--- src/rtl/pulse_bram_readout.sv ---
// pulse_bram_readout
// Streams one 32-bit BRAM word per sample tick out to a valid/ready consumer,
// optionally clearing each word after it has been handed off so the frame
// buffer is empty for the next accumulation pass.
//
// Ports:
//   clk, rst_n       clock, asynchronous active-low reset
//   enable           readout enable (level); falling edge clears overrun
//   tick             one-cycle request for the next word
//   bram_addr        byte address to BRAM (word index * 4)
//   bram_data_in     BRAM write data (always the clear value 0)
//   bram_we          BRAM write enable (only during the clear cycle)
//   bram_ena         BRAM enable
//   bram_data_out    BRAM read data, one cycle after the address edge
//   m_data, m_valid  output sample and valid, held until m_ready
//   m_ready          consumer accept
//   frame_done       one-cycle pulse when the word index wraps to 0
//   overrun          sticky: a tick arrived while a transaction was busy
module pulse_bram_readout #(
  parameter int unsigned DEPTH         = 2064,
  parameter bit          CLEAR_ON_READ = 1'b1
) (
  input  logic        clk,
  input  logic        rst_n,
  input  logic        enable,
  input  logic        tick,
  output logic [31:0] bram_addr,
  output logic [31:0] bram_data_in,
  output logic        bram_we,
  output logic        bram_ena,
  input  logic [31:0] bram_data_out,
  output logic [31:0] m_data,
  output logic        m_valid,
  input  logic        m_ready,
  output logic        frame_done,
  output logic        overrun
);

  localparam int unsigned IDX_W = (DEPTH > 1) ? $clog2(DEPTH) : 1;
  localparam logic [IDX_W-1:0] IDX_LAST = IDX_W'(DEPTH - 1);

  typedef enum logic [2:0] {
    IDLE = 3'd0,
    RD   = 3'd1,
    CAP  = 3'd2,
    OUT  = 3'd3,
    CLR  = 3'd4,
    NXT  = 3'd5
  } state_e;

  state_e            state_q, state_d;
  logic [IDX_W-1:0]  idx_q, idx_d;
  logic [31:0]       addr_q, addr_d;
  logic [31:0]       din_q, din_d;
  logic              we_q, we_d;
  logic              ena_q, ena_d;
  logic [31:0]       mdata_q, mdata_d;
  logic              mvalid_q, mvalid_d;
  logic              fdone_q, fdone_d;
  logic              ovr_q, ovr_d;
  logic              en_prev_q;

  logic [31:0]       word_addr;
  logic              enable_fall;

  // Zero-extended word index to byte address; idx never exceeds DEPTH-1.
  assign word_addr   = 32'(idx_q) << 2;
  assign enable_fall = en_prev_q & ~enable;

  // State register
  always_ff @(posedge clk or negedge rst_n) begin
    if (!rst_n) begin
      state_q <= IDLE;
    end else begin
      state_q <= state_d;
    end
  end

  // Next-state and registered-output next values
  always_comb begin
    state_d  = state_q;
    idx_d    = idx_q;
    addr_d   = addr_q;
    din_d    = din_q;
    we_d     = 1'b0;
    ena_d    = ena_q;
    mdata_d  = mdata_q;
    mvalid_d = mvalid_q;
    fdone_d  = 1'b0;

    // Enable falling edge clears overrun; a busy-time tick in the same cycle still sets it.
    ovr_d = enable_fall ? 1'b0 : ovr_q;
    if (tick && (state_q != IDLE)) begin
      ovr_d = 1'b1;
    end

    unique case (state_q)
      IDLE: begin
        ena_d = 1'b0;
        if (!enable) begin
          // Next enabled frame always restarts from word 0.
          idx_d = '0;
        end else if (tick) begin
          addr_d  = word_addr;
          ena_d   = 1'b1;
          state_d = RD;
        end
      end
      RD: begin
        state_d = CAP;
      end
      CAP: begin
        mdata_d  = bram_data_out;
        mvalid_d = 1'b1;
        ena_d    = 1'b0;
        state_d  = OUT;
      end
      OUT: begin
        if (mvalid_q && m_ready) begin
          mvalid_d = 1'b0;
          if (CLEAR_ON_READ) begin
            addr_d  = word_addr;
            din_d   = '0;
            we_d    = 1'b1;
            ena_d   = 1'b1;
            state_d = CLR;
          end else begin
            state_d = NXT;
          end
        end
      end
      CLR: begin
        ena_d   = 1'b0;
        state_d = NXT;
      end
      NXT: begin
        ena_d = 1'b0;
        if (idx_q == IDX_LAST) begin
          idx_d   = '0;
          fdone_d = 1'b1;
        end else begin
          idx_d = idx_q + IDX_W'(1);
        end
        state_d = IDLE;
      end
      default: begin
        state_d = IDLE;
      end
    endcase
  end

  // Datapath and output registers
  always_ff @(posedge clk or negedge rst_n) begin
    if (!rst_n) begin
      idx_q     <= '0;
      addr_q    <= '0;
      din_q     <= '0;
      we_q      <= 1'b0;
      ena_q     <= 1'b0;
      mdata_q   <= '0;
      mvalid_q  <= 1'b0;
      fdone_q   <= 1'b0;
      ovr_q     <= 1'b0;
      en_prev_q <= 1'b0;
    end else begin
      idx_q     <= idx_d;
      addr_q    <= addr_d;
      din_q     <= din_d;
      we_q      <= we_d;
      ena_q     <= ena_d;
      mdata_q   <= mdata_d;
      mvalid_q  <= mvalid_d;
      fdone_q   <= fdone_d;
      ovr_q     <= ovr_d;
      en_prev_q <= enable;
    end
  end

  assign bram_addr    = addr_q;
  assign bram_data_in = din_q;
  assign bram_we      = we_q;
  assign bram_ena     = ena_q;
  assign m_data       = mdata_q;
  assign m_valid      = mvalid_q;
  assign frame_done   = fdone_q;
  assign overrun      = ovr_q;

endmodule

--- config.mk ---
export PLATFORM = sky130hd
export DESIGN_NAME = pulse_bram_readout
export DESIGN_NICKNAME = d
export VERILOG_FILES = /design/src/rtl/pulse_bram_readout.sv
export SDC_FILE = /design/constraint.sdc
export NUM_CORES = 1
export LEC_CHECK = 0
export BUFFER_PORTS_ARGS = -buffer_cell sky130_fd_sc_hd__buf_4
export CAP_MARGIN = 20
export CORE_ASPECT_RATIO = 0.8
export CORE_MARGIN = 1.5
export CORE_UTILIZATION = 35
export CTS_CLUSTER_DIAMETER = 30
export CTS_CLUSTER_SIZE = 14
export DETAILED_ROUTE_END_ITERATION = 8
export HOLD_SLACK_MARGIN = 0.02
export PLACE_DENSITY = 0.63
export SYNTH_ARGS = -nofsm -noshare
export SYNTH_HDL_FRONTEND = slang
export SYNTH_SLANG_ARGS = --single-unit
--- constraint.sdc ---
create_clock -name clk -period 1.9 [get_ports clk]
set_input_delay 0.095 -clock clk [delete_from_list [all_inputs] [get_ports clk]]
set_output_delay 0.095 -clock clk [all_outputs]
set_load 0.01 [all_outputs]
-- Yosys cells after proc, flatten, opt, wreduce, memory -nomap -nowiden
Index checks and enable logic that the tools add are counted.
- register bits after elaboration: 85
- bits in latches: 0
- memory bits (writable): 0
- memory bits (read-only): 0
- bits of input ports: 37
- output and inout bits: 101
- word-level logic and storage cells: 61
- memories kept: 0
- add/subtract/negate cells: 1
- multiply operators: 0
- divide/modulo/power cells: 0
- order comparisons: 0
- eq/ne operators: 10
- shifts and indexed selects: 0
- mux-type cells: 23
- bitwise logic cells: 2
- reduce and logical (&&, ||, !) cells: 15
- operators by type and width (kind ; count):
    $mux W32 ; 3
    $pmux W32 S2 ; 1
    $mux W12 ; 2
    $pmux W12 S2 ; 1
    $pmux W3 S5 ; 1
    $add A12 B1 Y12 const B ; 1
    $eq A12 B12 Y1 const B ; 1
    $mux W1 ; 10
    $mux W3 ; 3
    $ne A2 B2 Y1 const B ; 4
    $reduce_bool A2 Y1 ; 4
    $eq A3 B2 Y1 const B ; 2
    $eq A3 B3 Y1 const B ; 2
    $reduce_and A2 Y1 ; 3
    $reduce_bool A3 Y1 ; 2
    $reduce_and A4 Y1 ; 1
    $eq A3 B1 Y1 const B ; 1
    $logic_not A3 Y1 ; 1
    $pmux W1 S3 ; 1
    $reduce_and A3 Y1 ; 1
    $reduce_or A3 Y1 ; 1
    $logic_and A1 B1 Y1 ; 2
    $pmux W1 S2 ; 1
    $and A1 B1 Y1 ; 1
    $not A1 Y1 ; 1

-- Logic depth before layout (Yosys ltp)
- depth after elaboration: 4
- gate-level depth with buffers: 6
- gate-level depth less buffers: 5

-- Worst setup path before layout
No wires, ideal clock.
- path type: flip-flop to flip-flop
- start point: reg state_q[0]
- end point: reg addr_q[10] (netlist: bram_addr[10])
- setup time: 125 ps
- arrival time: 1424 ps
- data required time: 1775 ps
- setup slack: 352 ps
- stages on the path, launching flop included: 7
- buffers on the path: 2
- clock period less this slack: 1548 ps
- path through: dfrtp_1 > buf_6 > nor2_2 > nand3_1 > a21oi_2 > buf_4 > mux2_2
- cells in the longest elaborated chain, start to end: 3
- elaborated cells on any way between the ends: 8
- classes of those cells: eq/ne (4); mux (1); reduce/logical (3)
- RTL lines (what ; line ; RTL):
    start: declaration ; 51 ; state_e state_q, state_d;
    start signal: assignment ; 75 ; state_q <= state_d;
    $eq A3 B2 Y1 / $logic_not A3 Y1 (equally long branches) ; 97 ; unique case (state_q)
    $ne A2 B2 Y1 (no line) / $reduce_bool A2 Y1 (equally long branches) ; - ;
    $reduce_and A4 Y1 (no line) ; - ;
    end signal: assignment ; 167 ; addr_q <= addr_d;
    end: declaration ; 53 ; logic [31:0] addr_q, addr_d;
Parallel ways exist; a longest one is shown, timed or not.
A chain may end at the register's enable or synchronous reset.

-- Worst setup path after layout
- start point: reg state_q[0]
- end point: reg idx_q[7]
- cells in the longest elaborated chain, start to end: 3
- elaborated cells on any way between the ends: 6
- classes of those cells: eq/ne (2); mux (1); reduce/logical (3)
- RTL lines (what ; line ; RTL):
    $eq A3 B3 Y1 / $logic_not A3 Y1 (equally long branches) ; 97 ;
    $reduce_bool A2 Y1 (no line) / $ne A2 B2 Y1 (equally long branches) ; - ;
    $reduce_and A2 Y1 (no line) ; - ;
    end signal: assignment ; 166 ; idx_q <= idx_d;
    end: declaration ; 52 ; logic [IDX_W-1:0] idx_q, idx_d;
Parallel ways exist; a longest one is shown, timed or not.

==> flow_metrics.tcl <==
set metrics [dict create \
    cts_tree "yes" \
    track_usage_pct 14.5 \
    rsz0062_at_grt "no" \
    synth_area_leaders "dfrtp_1, mux2_2, buf_4" \
    worstPathArrival_ns 1.93 \
    async_flop_share_pct 100 \
    ys_top_cells_by_count "dfrtp_1, buf_4, mux2_2" \
    root_buffer "clkbuf_8" \
    hp-class "in -> reg" \
    yosys_warnings 0 \
    overflow 0 \
    n_antenna_cell 0 \
    ys_seq_area_share_pct 52.1 \
    viasPerCell 4.50 \
    cts_num_sinks 65 \
    synth-main-ff-cell "dfrtp_1" \
    finish.utilization_pct 49.6 \
    clkSlewWorstSetupHoldPaths_ns 0.07 \
    fp.dieArea_mm2 0.00950 \
    setup_viol 0 \
    max_stage_delay_ns 0.50 \
    routed_wl_mm 6.68 \
    power_leakage_nw 2.05 \
    synthesis.area_mm2 0.00312 \
    synth_cell_types 44 \
    synth_most_common_cell "dfrtp_1" \
    dr.pass1.iters 4 \
    fin_setup_tns_ns 0 \
    grt_pass1_vias 2159 \
    core_mm2 0.00856 \
    gp_congestion 0.871 \
    htree_num_levels 3 \
    period_share_pct 89.8 \
    critPathKind "reg -> reg" \
    crit_path_start_kind "flip-flop" \
    yosys.area_share.simple_pct 8.49 \
    peakVddDrop_mv 0.580 \
    final_max_slew_viol_count 0 \
    wire_per_inst_um 13.2 \
    clock_latency_ns 0.34 \
    period_needed_ns 1.71 \
    area_growth_pct 35.9 \
    syn_inst 263 \
    cts_made_buffers 9 \
    hold_viol 0 \
    muxShareOfSynthArea_pct 15.9 \
    die_h_um 87.5 \
    antenna_found_initial 0 \
    max_freq_mhz 586 \
    crit_path_end_kind "flip-flop" \
    relSlewSlack_pct 46.6 \
    clock_skew_ns 0.0118 \
    initial_core_util_pct 36.5 \
    worstPathMaxFanout 12 \
    status "finished, final reports clean" \
    via_count 2277 \
    synth-edff-count 0 \
    cts_buffer_depth 2 \
    powerDensity_mw_per_mm2 1420 \
    cp.required_ns 2.12 \
    drc 0 \
    ioPinCount 138 \
    slowest_stage "dfrtp_1" \
    ys_ff_latch 65 \
    fillers 786 \
    dp_slack_ns 0.214 \
    die_w_um 109 \
    worstMarginPinSlew_ns 0.801 \
    path_cells "or3_1 > a21o_1 > a221o_1" \
    fin_ws_ns 0.193 \
    synth_compound_area_share_pct 7.41 \
    netlist.area_leader.share_pct 52.1 \
    numPortBuffers 85 \
    drt_first_iter_violations 66 \
    fin_nets 428 \
    yosys.area_share.xor_xnor_pct 0 \
    dp_hpwl_mm 4.32 \
    synth_top_family_by_area "multiplexers" \
    grt_max_degree 66 \
    drive_gt1_share_pct 39.3 \
    row_count 30 \
    synth-adder-area-share_pct 0.401 \
    finalPower_w 0.00604 \
    cap_violations 0 \
    yosysTopAreaCell "dfrtp_1" \
    grt_pass1_wl_mm 10.4 \
    whs_ns 0.0773 \
    ant_nets 0 \
    syn_avg_cell_area_um2 11.9 \
]
[area by class of cell]
cell class / instances / area, um2 / share of cell area, %
well taps: 112 / 140 / 3.30
multi-input cells: 180 / 1200 / 28.3
inverters: 6 / 22.5 / 0.531
clock inverters: 3 / 40.0 / 0.943
clock buffers: 12 / 155 / 3.65
repair buffers: 128 / 1060 / 25.0
flip-flops and latches: 65 / 1630 / 38.3
[where the power goes]
part | total [W] | leakage [nW] | switching, W | internal (W)
registers | 0.00233 | 0.813 | 0.000391 | 0.00194
logic | 0.00252 | 1.14 | 0.00108 | 0.00145
clock network | 0.00118 | 0.102 | 0.000513 | 0.000667
[metrics by stage]
step / cells / area (um2)
2_1_floorplan: 314 / 3310
3_3_place_gp: 456 / 3700
3_5_place_dp: 456 / 3700
4_1_cts: 506 / 4250
5_1_grt: 506 / 4250
6_report: 506 / 4250
[worst paths after layout]
kind,startpoint,endpoint,slack [ns],depth (start not counted)
setup reg to reg,state_q[0],idx_q[7],0.19,3
hold reg to reg,m_data[28],m_data[28],0.49,1
setup / recovery,state_q[0],idx_q[7],0.19,3
hold / removal,m_ready,state_q[0],0.08,4
min in group asynchronous,rst_n,bram_addr[10],0.40,2
max in group asynchronous,rst_n,m_data[10],0.98,2
[what timing repair did]
| item | CTS | global route |
|---|---|---|
| gates resized for setup | 0 | 0 |
| buffers inserted | 0 | 0 |
| hold endpoints to repair | 99 | 0 |
| hold buffers | 35 | 0 |
[layer usage]
layer | vias up | global-route usage, % | share of wire [%]
met1 | 1115 | 17.7 | 44
met2 | 85 | 23.7 | 48
met3 | 10 | 4.41 | 6.5
met4 | 0 | 6.10 | 1.6
li1 | 1067 | - | -
met5 | - | 0 | 0
[worst max-delay path: cells and delay by family (launching register included)]
kind / cells / cell delay (ns)
AOI/OAI and AO/OA: 2 / 0.68
DFF: 1 / 0.50
and+or+nand+nor: 1 / 0.41
[state kept, by name, indices dropped and copies added (netlist names)]
signal / count
en_prev_q: 1
m_data: 32
state_q: 3
frame_done: 1
idx_q: 12
bram_addr: 12
overrun: 1
m_valid: 1
bram_ena: 1
bram_we: 1
[cell usage in the layout, fill, tap and decap left out, drive strengths merged, types with 2 or more instances in the layout]
cell type and n:
o22ai 2, nor4 2, nand4 2, nor3 2, nand2b 2, nor2 10
a31oi 3, o31ai 3, clkinv 2, buf 93, and3 2, conb 52
or3 2, nand3 11, o21ai 10, clkbuf 12, nand2 13, inv 6
a21o 2, dlygate4sd3 35, mux2 44, dfrtp 65
[logic make-up (layout without fill, tap and decap cells)]
logic type / count (synthesis) / count (layout)
buffers and inverters: 69 / 149
DFF: 65 / 65
and+or+nand+nor: 50 / 50
muxes: 44 / 44
AOI/OAI and AO/OA: 33 / 33
adders and majority gates: 1 / 1
other: 1 / 52
Note: power is estimated with default switching activity, not from simulation.
